===== src/rtl/alu_stage_pipe_if.sv =====
// Control-word package and command/result bus for alu_stage_pipe.
// Defining ALU_STAGE_PIPE_ACC_EN adds acc_mode/acc_clr to the command side.
package alu_pkg;

  localparam int CTRL_SEL_W = 3;

  typedef struct packed {
    logic                  pre_x_en;
    logic                  pre_x_sub;
    logic                  pre_y_en;
    logic                  pre_y_sub;
    logic [CTRL_SEL_W-1:0] mul_x_sel;
    logic [CTRL_SEL_W-1:0] mul_y_sel;
    logic                  mul_x_en;
    logic                  mul_y_en;
    logic                  post_en;
    logic                  post_sub;
  } alu_ctrl_t;

endpackage

interface alu_stage_pipe_if #(
  parameter int W = 4
);
  logic [W-1:0]       x0;
  logic [W-1:0]       x1;
  logic [W-1:0]       y0;
  logic [W-1:0]       y1;
  alu_pkg::alu_ctrl_t ctrl;
  logic               cmd_valid;
  logic               cmd_ready;
  logic               res_valid;
  logic               res_ready;
  logic [2*W+1:0]     res_q;
  logic               carry_q;
`ifdef ALU_STAGE_PIPE_ACC_EN
  logic               acc_mode;
  logic               acc_clr;

  modport master (
    output x0, x1, y0, y1, ctrl, cmd_valid, acc_mode, acc_clr, res_ready,
    input  cmd_ready, res_valid, res_q, carry_q
  );

  modport slave (
    input  x0, x1, y0, y1, ctrl, cmd_valid, acc_mode, acc_clr, res_ready,
    output cmd_ready, res_valid, res_q, carry_q
  );
`else
  modport master (
    output x0, x1, y0, y1, ctrl, cmd_valid, res_ready,
    input  cmd_ready, res_valid, res_q, carry_q
  );

  modport slave (
    input  x0, x1, y0, y1, ctrl, cmd_valid, res_ready,
    output cmd_ready, res_valid, res_q, carry_q
  );
`endif

endinterface


===== src/rtl/alu_stage_pipe.sv =====
// Two-stage dual-lane pre-add/multiply/post-add ALU with valid/ready on both sides.
// Optional accumulator enabled by defining ALU_STAGE_PIPE_ACC_EN.
module alu_stage_pipe #(
  parameter int W     = 4,
  parameter int SEL_W = alu_pkg::CTRL_SEL_W
) (
  input  logic           clk,
  input  logic           rst_n,
  alu_stage_pipe_if.slave bus
);

  localparam int PW = W + 1;
  localparam int RW = 2 * W + 2;

  // Lane 0 is the x lane, lane 1 the y lane.
  logic [1:0][W-1:0]     lane_in0;
  logic [1:0][W-1:0]     lane_in1;
  logic [1:0]            lane_pre_en;
  logic [1:0]            lane_pre_sub;
  logic [1:0]            lane_mul_en;
  logic [1:0][SEL_W-1:0] lane_sel;
  logic [1:0][RW-1:0]    lane_prod;

  assign lane_in0[0]     = bus.x0;
  assign lane_in1[0]     = bus.x1;
  assign lane_in0[1]     = bus.y0;
  assign lane_in1[1]     = bus.y1;
  assign lane_pre_en[0]  = bus.ctrl.pre_x_en;
  assign lane_pre_en[1]  = bus.ctrl.pre_y_en;
  assign lane_pre_sub[0] = bus.ctrl.pre_x_sub;
  assign lane_pre_sub[1] = bus.ctrl.pre_y_sub;
  assign lane_mul_en[0]  = bus.ctrl.mul_x_en;
  assign lane_mul_en[1]  = bus.ctrl.mul_y_en;
  assign lane_sel[0]     = bus.ctrl.mul_x_sel;
  assign lane_sel[1]     = bus.ctrl.mul_y_sel;

  for (genvar gi = 0; gi < 2; gi++) begin : g_lane
    logic [PW-1:0] op_a;
    logic [PW-1:0] op_b;
    logic [PW-1:0] op_other;
    logic [PW-1:0] pre;
    logic [PW-1:0] m1;

    assign op_a     = {1'b0, lane_in0[gi]};
    assign op_b     = {1'b0, lane_in1[gi]};
    assign op_other = {1'b0, lane_in1[1-gi]};

    always_comb begin
      pre = op_a;
      if (lane_pre_en[gi]) begin
        pre = lane_pre_sub[gi] ? (op_a - op_b) : (op_a + op_b);
      end
    end

    always_comb begin
      m1 = '0;
      case (int'(lane_sel[gi]))
        0:       m1 = op_a;
        1:       m1 = op_b;
        2:       m1 = pre;
        3:       m1 = op_other;
        4:       m1 = PW'(1);
        default: m1 = '0;
      endcase
    end

    // With the multiplier bypassed both operands are passed through side by side.
    assign lane_prod[gi] = lane_mul_en[gi] ? (RW'(pre) * RW'(m1)) : {pre, m1};
  end

  logic          fire;
  logic          capture;
  logic          s2_ready;
  logic          cmd_ready;

  logic          s1_valid_q;
  logic          s1_valid_d;
  logic [RW-1:0] x_prod_q;
  logic [RW-1:0] x_prod_d;
  logic [RW-1:0] y_prod_q;
  logic [RW-1:0] y_prod_d;
  logic          s1_post_en_q;
  logic          s1_post_en_d;
  logic          s1_post_sub_q;
  logic          s1_post_sub_d;

  logic          res_valid_q;
  logic          res_valid_d;
  logic [RW-1:0] res_q;
  logic [RW-1:0] res_d;
  logic          carry_q;
  logic          carry_d;

  assign s2_ready  = ~res_valid_q | bus.res_ready;
  assign cmd_ready = ~s1_valid_q | s2_ready;
  assign fire      = bus.cmd_valid & cmd_ready;
  assign capture   = s1_valid_q & s2_ready;

  logic [RW:0]   post_full;
  logic [RW-1:0] post_res;
  logic          post_carry;

  always_comb begin
    if (!s1_post_en_q) begin
      post_full = {1'b0, x_prod_q[W:0], y_prod_q[W:0]};
    end else if (s1_post_sub_q) begin
      post_full = {1'b0, x_prod_q} - {1'b0, y_prod_q};
    end else begin
      post_full = {1'b0, x_prod_q} + {1'b0, y_prod_q};
    end
  end

  assign post_res   = post_full[RW-1:0];
  assign post_carry = post_full[RW];

  logic [RW-1:0] stage_res;
  logic          stage_carry;

`ifdef ALU_STAGE_PIPE_ACC_EN
  logic          s1_acc_mode_q;
  logic          s1_acc_mode_d;
  logic [RW-1:0] acc_q;
  logic [RW-1:0] acc_d;
  logic [RW-1:0] acc_base;
  logic [RW:0]   acc_sum;
  logic          acc_use;

  // A clear in the capture cycle makes that capture start from zero.
  assign acc_base = bus.acc_clr ? '0 : acc_q;
  assign acc_sum  = {1'b0, acc_base} + {1'b0, post_res};
  assign acc_use  = s1_acc_mode_q & s1_post_en_q;

  always_comb begin
    stage_res   = post_res;
    stage_carry = post_carry;
    acc_d       = acc_q;
    if (acc_use) begin
      stage_res   = acc_sum[RW-1:0];
      stage_carry = acc_sum[RW];
    end
    if (capture && acc_use) begin
      acc_d = acc_sum[RW-1:0];
    end else if (bus.acc_clr) begin
      acc_d = '0;
    end
  end

  assign s1_acc_mode_d = fire ? bus.acc_mode : s1_acc_mode_q;

  always_ff @(posedge clk or negedge rst_n) begin
    if (!rst_n) begin
      acc_q         <= '0;
      s1_acc_mode_q <= 1'b0;
    end else begin
      acc_q         <= acc_d;
      s1_acc_mode_q <= s1_acc_mode_d;
    end
  end
`else
  assign stage_res   = post_res;
  assign stage_carry = post_carry;
`endif

  // A fire and a capture in the same cycle reload s1 while stage 2 takes the old entry.
  always_comb begin
    s1_valid_d    = s1_valid_q;
    x_prod_d      = x_prod_q;
    y_prod_d      = y_prod_q;
    s1_post_en_d  = s1_post_en_q;
    s1_post_sub_d = s1_post_sub_q;
    if (fire) begin
      s1_valid_d    = 1'b1;
      x_prod_d      = lane_prod[0];
      y_prod_d      = lane_prod[1];
      s1_post_en_d  = bus.ctrl.post_en;
      s1_post_sub_d = bus.ctrl.post_sub;
    end else if (capture) begin
      s1_valid_d = 1'b0;
    end
  end

  always_comb begin
    res_valid_d = res_valid_q;
    res_d       = res_q;
    carry_d     = carry_q;
    if (capture) begin
      res_valid_d = 1'b1;
      res_d       = stage_res;
      carry_d     = stage_carry;
    end else if (bus.res_ready) begin
      res_valid_d = 1'b0;
    end
  end

  always_ff @(posedge clk or negedge rst_n) begin
    if (!rst_n) begin
      s1_valid_q    <= 1'b0;
      x_prod_q      <= '0;
      y_prod_q      <= '0;
      s1_post_en_q  <= 1'b0;
      s1_post_sub_q <= 1'b0;
      res_valid_q   <= 1'b0;
      res_q         <= '0;
      carry_q       <= 1'b0;
    end else begin
      s1_valid_q    <= s1_valid_d;
      x_prod_q      <= x_prod_d;
      y_prod_q      <= y_prod_d;
      s1_post_en_q  <= s1_post_en_d;
      s1_post_sub_q <= s1_post_sub_d;
      res_valid_q   <= res_valid_d;
      res_q         <= res_d;
      carry_q       <= carry_d;
    end
  end

  assign bus.cmd_ready = cmd_ready;
  assign bus.res_valid = res_valid_q;
  assign bus.res_q     = res_q;
  assign bus.carry_q   = carry_q;

endmodule

===== src/flat_wrapper.sv =====
// flat-port wrapper written by rule: the top's interface ports become plain ports
module alu_stage_pipe_flat 
#(
  parameter int W     = 4,
  parameter int SEL_W = alu_pkg::CTRL_SEL_W
)
  (clk, rst_n, bus_x0, bus_x1, bus_y0, bus_y1, bus_ctrl, bus_cmd_valid, bus_res_ready, bus_cmd_ready, bus_res_valid, bus_res_q, bus_carry_q);
  alu_stage_pipe_if #(.W(W)) bus_i ();
  input  logic clk;
  input  logic rst_n;
  input wire logic [$bits(bus_i.x0)-1:0] bus_x0;
  input wire logic [$bits(bus_i.x1)-1:0] bus_x1;
  input wire logic [$bits(bus_i.y0)-1:0] bus_y0;
  input wire logic [$bits(bus_i.y1)-1:0] bus_y1;
  input wire logic [$bits(bus_i.ctrl)-1:0] bus_ctrl;
  input wire logic [$bits(bus_i.cmd_valid)-1:0] bus_cmd_valid;
  input wire logic [$bits(bus_i.res_ready)-1:0] bus_res_ready;
  output wire logic [$bits(bus_i.cmd_ready)-1:0] bus_cmd_ready;
  output wire logic [$bits(bus_i.res_valid)-1:0] bus_res_valid;
  output wire logic [$bits(bus_i.res_q)-1:0] bus_res_q;
  output wire logic [$bits(bus_i.carry_q)-1:0] bus_carry_q;
  assign bus_i.x0 = bus_x0;
  assign bus_i.x1 = bus_x1;
  assign bus_i.y0 = bus_y0;
  assign bus_i.y1 = bus_y1;
  assign bus_i.ctrl = bus_ctrl;
  assign bus_i.cmd_valid = bus_cmd_valid;
  assign bus_i.res_ready = bus_res_ready;
  assign bus_cmd_ready = bus_i.cmd_ready;
  assign bus_res_valid = bus_i.res_valid;
  assign bus_res_q = bus_i.res_q;
  assign bus_carry_q = bus_i.carry_q;
  alu_stage_pipe #(.W(W), .SEL_W(SEL_W)) u_core (.clk(clk), .rst_n(rst_n), .bus(bus_i));
endmodule

===== config.mk =====
export PLATFORM = sky130hd
export DESIGN_NAME = alu_stage_pipe_flat
export DESIGN_NICKNAME = d
export VERILOG_FILES = /design/src/rtl/alu_stage_pipe_if.sv /design/src/rtl/alu_stage_pipe.sv /design/src/flat_wrapper.sv
export SDC_FILE = /design/constraint.sdc
export NUM_CORES = 1
export LEC_CHECK = 0
export CAP_MARGIN = 10
export CORE_MARGIN = 8
export CORE_UTILIZATION = 59
export CTS_BUF_LIST = sky130_fd_sc_hd__clkbuf_16
export DETAILED_ROUTE_END_ITERATION = 6
export GPL_TIMING_DRIVEN = 1
export PLACE_DENSITY = 0.83
export SLEW_MARGIN = 10
export SYNTH_ARGS = -nofsm -noshare
export SYNTH_HDL_FRONTEND = slang
export SYNTH_SLANG_ARGS = --single-unit

===== constraint.sdc =====
create_clock -name clk -period 3.15 [get_ports clk]
set_input_delay 0.63 -clock clk [delete_from_list [all_inputs] [get_ports clk]]
set_output_delay 0.63 -clock clk [all_outputs]
set_load 0.05 [all_outputs]

==> results of run 1 <==
[critical path, stage by stage]
cell	delay [ns]
buf_12	0.11
inv_12	0.04
ha_4	0.19
mux2_4	0.28
fa_2	0.35
nor2b_2	0.15
o21ai_2	0.08
a21o_1	0.17
a21bo_2	0.21
or4b_4	0.52
or2_4	0.25
fa_1	0.52
fa_1	0.44
fa_1	0.59
inv_2	0.09
ha_4	0.23
a41oi_2	0.18
o21ai_2	0.09
buf_4	0.14
xor2_1	0.15
a21oi_1	0.17
o21ai_1	0.08
[power by group through the flow]
stage               clock network (µW)  registers (µW)  logic [µW]
floorplan                            0             853        1010
global placement                     0             668        1680
detailed placement                   0             676        1760
CTS                                565             672        1870
global route                       584             691        2230
finish                             558             677        2100
[final cells by class]
| type | instances | share of cell area [%] |
|---|---|---|
| multi-input cells | 433 | 58.0 |
| repair buffers | 158 | 20.6 |
| flip-flops and latches | 35 | 13.4 |
| inverters | 53 | 3.53 |
| well taps | 102 | 1.95 |
| clock buffers | 5 | 1.91 |
| clock inverters | 3 | 0.668 |
[layer usage]
layer,routed length (µm),up-vias
li1,-,2147
met1,5590,2262
met2,8090,290
met3,1220,131
met4,1170,0
met5,0,-
[cell usage in the layout, fill, tap and decap left out, drive strengths merged, types with 7 or more instances in the layout]
master,count
buf,116
nor2,62
ha,57
inv,53
o21ai,46
nand2,41
a21oi,38
clkdlybuf4s50,35
dfrtp,35
xnor2,30
fa,21
nand2b,14
or2,14
a21o,13
mux2i,8
nor3,8
or3,7
nor3b,7
[path summary, 6_finish.rpt]
path | start | to | slack (ns) | depth (start not counted)
max | bus_y1[1] | u_core.y_prod_q[7] | -2.36 | 22
min | u_core.bus.res_q[3] | u_core.bus.res_q[3] | 0.48 | 2
max reg2reg | u_core.y_prod_q[3] | u_core.bus.res_q[9] | 0.19 | 10
min reg2reg | u_core.bus.res_q[3] | u_core.bus.res_q[3] | 0.48 | 2
max in group asynchronous | rst_n | u_core.y_prod_q[5] | 2.08 | 2
min in group asynchronous | rst_n | u_core.bus.res_q[3] | 0.77 | 2
[state kept, by name (all words and copies together), names as in the netlist]
signal,count
u_core.bus.res_q,10
u_core.x_prod_q,10
u_core.y_prod_q,10
u_core.bus.carry_q,1
u_core.bus.res_valid,1
u_core.s1_post_en_q,1
u_core.s1_post_sub_q,1
u_core.s1_valid_q,1
[metrics by stage]
stage	cell area (µm²)	power, µW	setup WS [ns]
floorplan	4690	1870	-2.28
global placement	5780	2350	-2.89
detailed placement	5780	2440	-3.05
CTS	6250	3110	-2.20
global route	6560	3500	-2.45
finish	6560	3330	-2.36
[synth_stat cells, drive strengths merged, types with 5 or more instances]
cell    instances
nor2           62
ha             57
inv            53
o21ai          46
nand2          41
a21oi          38
dfrtp          35
xnor2          30
fa             21
clkbuf         14
nand2b         14
or2            14
a21o           13
mux2i           8
nor3            8
nor3b           7
or3             7
mux2            6
o31ai           6
a211o           5
buf             5
nor2b           5
[cells by family after synthesis]
logic type,count (synthesis),synth area share (%)
flops,35,19.5
compound gates,137,18.9
fa+ha+maj,78,25.3
mux,16,4.38
xor+xnor,34,6.63
simple gates,168,17.8
buf+inv,72,7.50
[timing repair]
| item | in CTS | in global routing |
|---|---|---|
| pin swaps | 40 | 50 |
| gates resized for setup | 63 | 47 |
| setup endpoints to repair | 18 | 19 |
| buffers inserted | 20 | 9 |
==> impl_metrics.py, run 1 <==
metrics = {
    "cts": {
        "cts_tree": "yes",
        "h-tree-depth": 2,
        "clk_pin_slew_worst_paths_ns": 0.05,
        "numClockSinks": 35,
        "clk_latency_ns": 0.28,
        "clockRootBuffer": "clkbuf_16",
        "cts.path.max_buffers": 2,
        "ctsHoldBuffers": 0,
        "cts_buffers": 5,
    },
    "drt": {
        "wl_um": 16100,
        "firstDrtPassIters": 5,
        "ant_nets": 0,
        "route.detailed.drc": 0,
        "routedWlPerCell_um": 20.4,
        "via_per_inst": 6.12,
        "vias": 4830,
        "drt_first_iter_violations": 277,
    },
    "power": {
        "p_leak_uw": 0.00306,
        "seqPwrFrac_pct": 20.3,
        "ir_drop_uv": 277,
        "p_int_uw": 1880,
        "pwr-share-clk_pct": 16.7,
        "pwr-share-comb_pct": 62.9,
        "switching_share_pct": 43.6,
        "power_density_nw_per_um2": 508,
        "switchingPower_uw": 1450,
    },
    "timing": {
        "setup_tns_ns": -30.32,
        "worst_slew_pin_slew_ns": 0.734,
        "hold_viol": 0,
        "final-max-slew-violation-count": 0,
        "min_period_over_period_pct": 175,
        "min_period_ns": 5.51,
        "worst_slack_ns": -2.36,
        "hold_slack_ns": 0.479,
        "rsz0062_at_grt": "true",
        "max-slew-margin-rel_pct": 50.9,
        "fmax_mhz": 182,
        "finalSetupViolCount": 17,
        "fin_skew_ns": 0.00538,
    },
    "global_routing": {
        "grtUsageMet2_pct": 48.7,
        "grt-busiest-layer": "met2",
        "grt_max_degree": 36,
        "grt_pass1_vias": 4763,
        "antenna_found_initial": 0,
        "globalRouteMet1Util_pct": 27.2,
        "grt_util_met3_pct": 3.95,
        "gr-usage-all-layers_pct": 25.7,
        "gr-total-overflow": 0,
        "grt_first_pass_wirelength_um": 21600,
    },
    "yosys": {
        "yosys_warnings": 0,
        "ys_ff_latch": 35,
        "synthCells": 540,
        "syn_nets": 652,
        "synth_top_cell_area_share_pct": 19.5,
        "synth_edf_count": 0,
        "synth_cell_type_count": 53,
        "netlist_area_um2": 4490,
        "yosys_most_used_dff": "dfrtp_1",
        "yosysTopAreaCell": "dfrtp_1",
        "ys_seq_area_share_pct": 19.5,
        "ys_async_sr_fraction_pct": 100,
        "synth_area_leaders": "dfrtp_1 (20%), ha_1 (16%), fa_1 (9.4%)",
        "postSynthAreaPerCell_um2": 8.31,
    },
    "finish": {
        "fillers": 332,
        "fin_util_pct": 86.6,
        "final_layout_size_suffix_gt1_share_pct": 33.3,
        "instances_no_fill": 789,
        "num_antenna_cells": 0,
        "layout.nets": 798,
        "multiInputGateArea_um2": 3800,
        "synthToLayoutAreaGrowth_pct": 46.0,
        "layout.area.seq_um2": 876,
    },
    "placed_design": {
        "dp.cells": 754,
        "gp_congestion": 0.929,
        "dp_hpwl_um": 9520,
        "port_buffers": 46,
    },
    "hold_path": {
        "min_path_type": "flop to flop",
    },
    "setup_path": {
        "cp.required_ns": 3.30,
        "endpoint_kind": "flop",
        "cp-start-kind": "input pin",
        "critPathMaxFanout": 3,
        "cp.arrival_ns": 5.66,
        "critical_path_class": "input pin to flop",
    },
    "die": {
        "die_h_um": 103,
        "pin_count": 47,
        "initial_utilization_pct": 59.3,
        "die_area_um2": 10700,
        "row_count": 32,
        "die_x_um": 103,
        "core_um2": 7570,
    },
    "run_status": {
        "status": "finished, violations left",
        "violations": "setup timing",
    },
    "run": {
        "drv_cap": 0,
    },
}
(Power assumes the default switching activity.)
==> inputs of run 2 (changes only) <==
Settings changed: CORE_UTILIZATION 59 to 65, DONT_BUFFER_PORTS set to 1, PLACE_DENSITY 0.83 to 0.81, SLEW_MARGIN 10 to 20.
Clock period 3.15 ns to 6.4 ns, I/O delays scaled along.
==> run 2 against run 1 <==
Net effect: the run now ends clean; clock power fell by 60%; non-clock buffer count fell by 145; power fell by 63%; largest power group unchanged.
==> impl_metrics.py, run 2 (synthesized netlist as in run 1, its figures left out) <==
metrics = {
    "cts": {
        "cts_tree": "yes",
        "post-cts-setup-buffers": 0,
        "h-tree-depth": 2,
        "clockRootBuffer": "clkbuf_16",
        "cts_buffers": 5,
        "clk_pin_slew_worst_paths_ns": 0.05,
        "clk_latency_ns": 0.28,
        "numClockSinks": 35,
        "ctsHoldBuffers": 0,
        "cts.path.max_buffers": 2,
    },
    "timing": {
        "min_period_over_period_pct": 95.5,
        "hold_slack_ns": 0.488,
        "hold_viol": 0,
        "min_period_ns": 6.11,
        "fin_skew_ns": 0.00310,
        "final-max-slew-violation-count": 0,
        "max-slew-margin-rel_pct": 33.9,
        "worst_slew_pin_slew_ns": 0.989,
        "fmax_mhz": 164,
        "rsz0062_at_grt": "false",
        "setup_tns_ns": 0,
        "finalSetupViolCount": 0,
    },
    "finish": {
        "layout_commonest_cell": "nor2_1",
        "reg.largest.list": "u_core.bus.res_q (10), u_core.x_prod_q (10), u_core.y_prod_q (10)",
        "synthToLayoutAreaGrowth_pct": 4.74,
        "instances_no_fill": 621,
        "layout_common_cells": "nor2_1 (62), ha_1 (56), inv_1 (52)",
        "num_antenna_cells": 0,
        "final_layout_size_suffix_gt1_share_pct": 8.87,
        "fin_area_um2": 4700,
        "fillers": 530,
        "layout.nets": 653,
    },
    "power": {
        "p_leak_uw": 0.00230,
        "seqPwrFrac_pct": 35.4,
        "switchingPower_uw": 554,
        "p_int_uw": 685,
        "pwr-share-comb_pct": 46.8,
        "power_density_nw_per_um2": 263,
        "switching_share_pct": 44.7,
        "finalPower_uw": 1240,
        "pwr-share-clk_pct": 17.8,
        "ir_drop_uv": 159,
    },
    "drt": {
        "ant_nets": 0,
        "routedWlPerCell_um": 15.9,
        "route.detailed.drc": 0,
        "firstDrtPassIters": 5,
        "vias": 3748,
        "via_per_inst": 6.04,
        "drt_first_iter_violations": 141,
        "wl_um": 9860,
    },
    "placed_design": {
        "placement.cell_area_um2": 4560,
        "port_buffers": 0,
        "dp_hpwl_um": 7960,
        "gp_congestion": 0.864,
        "dp.cells": 614,
    },
    "setup_path": {
        "endpoint_kind": "flop",
        "crit_slowest_cell": "fa_1",
        "cp-start-kind": "input pin",
        "path_cells": "inv_1, ha_1, mux2_2, fa_2, nor2b_2, o21ai_1, a21o_1, a21bo_2, or4b_4, or2_1, fa_1, fa_1, fa_1, inv_1, ha_4, a41oi_1, o21ai_1, o31ai_1, xnor2_1, o21ai_0",
        "cp.arrival_ns": 6.27,
        "cp.required_ns": 6.56,
        "path_common_cell": "fa_1",
        "critical_path_class": "input pin to flop",
        "critPathMaxFanout": 4,
        "worst_path_largest_cell_delay_ns": 0.57,
    },
    "global_routing": {
        "gr-total-overflow": 0,
        "gr-usage-all-layers_pct": 20.6,
        "grt_pass1_vias": 3798,
        "grt-busiest-layer": "met2",
        "grt_first_pass_wirelength_um": 16700,
        "grtUsageMet2_pct": 35.6,
        "grt_util_met3_pct": 4.82,
        "antenna_found_initial": 0,
        "globalRouteMet1Util_pct": 23.8,
        "grt_max_degree": 36,
    },
    "die": {
        "core_um2": 6760,
        "die_area_um2": 9820,
        "initial_utilization_pct": 66.4,
        "die_x_um": 99.1,
        "pin_count": 47,
        "row_count": 30,
        "die_h_um": 99.1,
    },
    "run": {
        "drv_cap": 0,
    },
    "hold_path": {
        "min_path_type": "flop to flop",
    },
    "run_status": {
        "status": "finished clean",
    },
}
-- run 2: area by class of cell --
cell class / count / area, µm² / share of cell area [%]
timing repair buffer: 13 / 97.6 / 2.08
clock inverter: 2 / 8.76 / 0.186
sequential: 35 / 876 / 18.6
inverter: 53 / 199 / 4.23
multi-input combinational: 433 / 3300 / 70.1
tap: 80 / 100 / 2.13
clock buffer: 5 / 125 / 2.66
-- run 2: routing by layer --
layer	part of all wire, %	up-vias
li1	-	1849
met5	0	-
met2	48	97
met3	7.0	23
met1	42	1779
met4	2.5	0
-- run 2: repair_timing --
item                                    4_1_cts  5_1_grt
resized for setup                             0        1
endpoints found under the setup margin        0        2
hold endpoints to repair                      0        0
-- run 2: metrics by stage --
| step | setup WS, ns | utilization [%] |
|---|---|---|
| final | 0.289 | 69.6 |
| after detailed placement | -0.0450 | 67.6 |
| after floorplan | 0.0187 | - |
| after CTS | 0.245 | 69.5 |
| after global placement | 0.0676 | 67.6 |
| after global routing | 0.00335 | 69.6 |
-- run 2: critical path: cells and delay by family --
kind	cells	cell delay, ns
xor gates and xnor gates	1	0.14
adders and majority gates	6	2.48
and+or+nand+nor	3	0.86
buffers and inverters	2	0.10
muxes	1	0.30
AOI/OAI and AO/OA	7	1.10
-- run 2: power by group through the flow --
| stage | clock network (µW) | registers, µW | logic [µW] |
|---|---|---|---|
| after floorplan | 0 | 420 | 471 |
| after global placement | 0 | 439 | 547 |
| after detailed placement | 0 | 442 | 569 |
| after CTS | 224 | 439 | 576 |
| after global routing | 233 | 447 | 650 |
| final | 221 | 438 | 580 |
-- run 2: final timing paths --
kind	depth (start not counted)	from	slack, ns	endpoint
max in group asynchronous	0	rst_n	5.63	u_core.y_prod_q[4]
setup reg to reg	10	u_core.y_prod_q[3]	3.44	u_core.bus.res_q[9]
hold / removal	2	u_core.x_prod_q[5]	0.49	u_core.x_prod_q[5]
setup / recovery	20	bus_y1[0]	0.29	u_core.y_prod_q[9]
hold reg to reg	2	u_core.x_prod_q[5]	0.49	u_core.x_prod_q[5]
min in group asynchronous	0	rst_n	0.70	u_core.s1_valid_q
==> inputs of run 3 (changes only) <==
Settings changed: CORE_UTILIZATION 65 to 60, PLACE_DENSITY 0.81 to 0.79.
Clock period 6.4 ns to 5.15 ns, I/O delays scaled along.
==> run 3 against run 2 <==
Net effect: the run now ends with setup timing left; wire length up 11%; flip-flop and latch count did not move; cell area grew 12%; sequential share of layout area down 2.1 points; combinational power up 46%; largest power group unchanged; core utilization rose by 3.3 points; non-clock buffer count up 36; via count grew 6.0%.
==> impl_metrics.py, run 3 (synthesized netlist as in run 1, its figures left out) <==
metrics = {
    "setup_path": {
        "cp-start-kind": "input pin",
        "critical_path_class": "input pin to flop",
        "r2r_cells": 10,
        "critPathMaxFanout": 4,
        "cp.required_ns": 5.31,
        "cp.arrival_ns": 5.71,
        "endpoint_kind": "flop",
    },
    "global_routing": {
        "grt_max_degree": 36,
        "gr-total-overflow": 0,
        "grt_pass1_vias": 4327,
        "gr-usage-all-layers_pct": 22.4,
        "grt_first_pass_wirelength_um": 19100,
        "antenna_found_initial": 0,
    },
    "power": {
        "p_leak_uw": 0.00250,
        "ir_drop_uv": 151,
        "power_density_nw_per_um2": 316,
    },
    "finish": {
        "num_antenna_cells": 0,
        "layout.nets": 689,
        "final_layout_size_suffix_gt1_share_pct": 21.5,
        "instances_no_fill": 677,
        "fillers": 543,
        "layout_common_cells": "nor2_1 (60), inv_1 (48), ha_1 (48)",
        "synthToLayoutAreaGrowth_pct": 17.8,
        "reg.largest.list": "u_core.bus.res_q (10), u_core.x_prod_q (10), u_core.y_prod_q (10)",
        "layout_commonest_cell": "nor2_1",
    },
    "timing": {
        "min_period_ns": 5.54,
        "min_period_over_period_pct": 108,
        "finalSetupViolCount": 10,
        "worst_slew_pin_slew_ns": 0.676,
        "worst_slack_ns": -0.394,
        "rsz0062_at_grt": "true",
        "final-max-slew-violation-count": 0,
        "max-slew-margin-rel_pct": 54.8,
        "setup_tns_ns": -2.36,
        "fmax_mhz": 180,
        "hold_viol": 0,
        "fin_skew_ns": 0.00346,
        "hold_slack_ns": 0.448,
    },
    "drt": {
        "ant_nets": 0,
        "wl_um": 10900,
        "via_per_inst": 5.87,
        "vias": 3973,
        "firstDrtPassIters": 4,
        "route.detailed.drc": 0,
        "drt_first_iter_violations": 152,
        "routedWlPerCell_um": 16.1,
    },
    "die": {
        "die_h_um": 103,
        "initial_utilization_pct": 61.9,
        "die_area_um2": 10500,
        "die_x_um": 103,
        "row_count": 31,
        "pin_count": 47,
        "core_um2": 7250,
    },
    "cts": {
        "cts.path.max_buffers": 2,
        "numClockSinks": 35,
        "clk_pin_slew_worst_paths_ns": 0.05,
        "cts_tree": "yes",
        "ctsHoldBuffers": 0,
        "clk_latency_ns": 0.27,
        "clockRootBuffer": "clkbuf_16",
        "cts_buffers": 5,
        "h-tree-depth": 2,
    },
    "placed_design": {
        "gp_congestion": 0.878,
        "dp.cells": 660,
        "dp_hpwl_um": 8730,
        "port_buffers": 0,
    },
    "hold_path": {
        "min_path_type": "input pin to async pin",
    },
    "run": {
        "drv_cap": 0,
    },
    "run_status": {
        "violations": "setup timing",
        "status": "finished, violations left",
    },
}
-- run 3: cell types whose count changed in the layout (fill, tap and decap cells not counted), moves of 4 or more --
cell,previous run,this run
buf_4,13,46
o21ai_0,40,25
o21ai_1,5,15
ha_1,56,48
ha_4,1,9
a21oi_1,37,30
a21oi_2,1,6
o21ai_2,1,6
inv_1,52,48
-- run 3: repair_timing --
item                                    CTS  global route
pin swaps                                16            16
gates resized for setup                  14            12
gates cloned                              0             0
buffers inserted                          5             4
endpoints found under the setup margin   12            13
-- run 3: area by class of cell --
class	count	area [µm²]	area share, %
Multi-Input combinational cell	433	3540	67.0
Sequential cell	35	876	16.6
Timing Repair Buffer	49	379	7.17
Inverter	53	229	4.33
Clock buffer	5	125	2.37
Tap cell	99	124	2.34
Clock inverter	3	12.5	0.237
-- run 3: stage by stage --
| step | power, µW | util, % | setup slack [ns] | instance area (µm²) |
|---|---|---|---|---|
| 4_1_cts | 1650 | 71.8 | -0.346 | 5210 |
| 3_5_place_dp | 1330 | 68.2 | -0.784 | 4940 |
| 6_report | 1670 | 72.9 | -0.394 | 5290 |
| 5_1_grt | 1800 | 72.9 | -0.548 | 5290 |
| 2_1_floorplan | 1140 | - | -0.684 | 4660 |
| 3_3_place_gp | 1290 | 68.2 | -0.616 | 4940 |
-- run 3: metal layers --
metal,routed length (µm),up-vias,part of all wire [%],global-route usage [%]
li1,-,1920,-,-
met1,4320,1905,40,24.8
met2,5620,122,51,41.5
met3,716,26,6.6,3.71
met4,259,0,2.4,9.03
met5,0,-,0,0
-- run 3: worst paths after layout --
kind,to,slack (ns),from
max,u_core.y_prod_q[9],-0.39,bus_y1[1]
min reg2reg,u_core.x_prod_q[7],0.50,u_core.x_prod_q[7]
max reg2reg,u_core.bus.res_q[9],2.04,u_core.y_prod_q[3]
min,u_core.y_prod_q[2],0.45,rst_n
max in group asynchronous,u_core.x_prod_q[5],4.62,rst_n
min in group clk,u_core.x_prod_q[7],0.50,u_core.x_prod_q[7]
-- run 3: power by group --
part / switching, µW / total, µW / internal [µW]
Clock: 100 / 274 / 174
Combinational: 433 / 848 / 415
Sequential: 204 / 546 / 343
-- run 3: worst max-delay path, cell delays in order --
cell,delay [ns]
inv_12,0.02
ha_4,0.21
mux2_4,0.28
fa_2,0.35
nor2b_2,0.13
o21ai_2,0.08
a21o_1,0.16
a21bo_2,0.22
or4b_4,0.54
or2_4,0.27
fa_1,0.50
fa_1,0.43
fa_1,0.51
inv_2,0.05
ha_4,0.22
a41oi_2,0.16
o21ai_2,0.11
o31ai_2,0.23
xnor2_1,0.15
o21ai_1,0.07
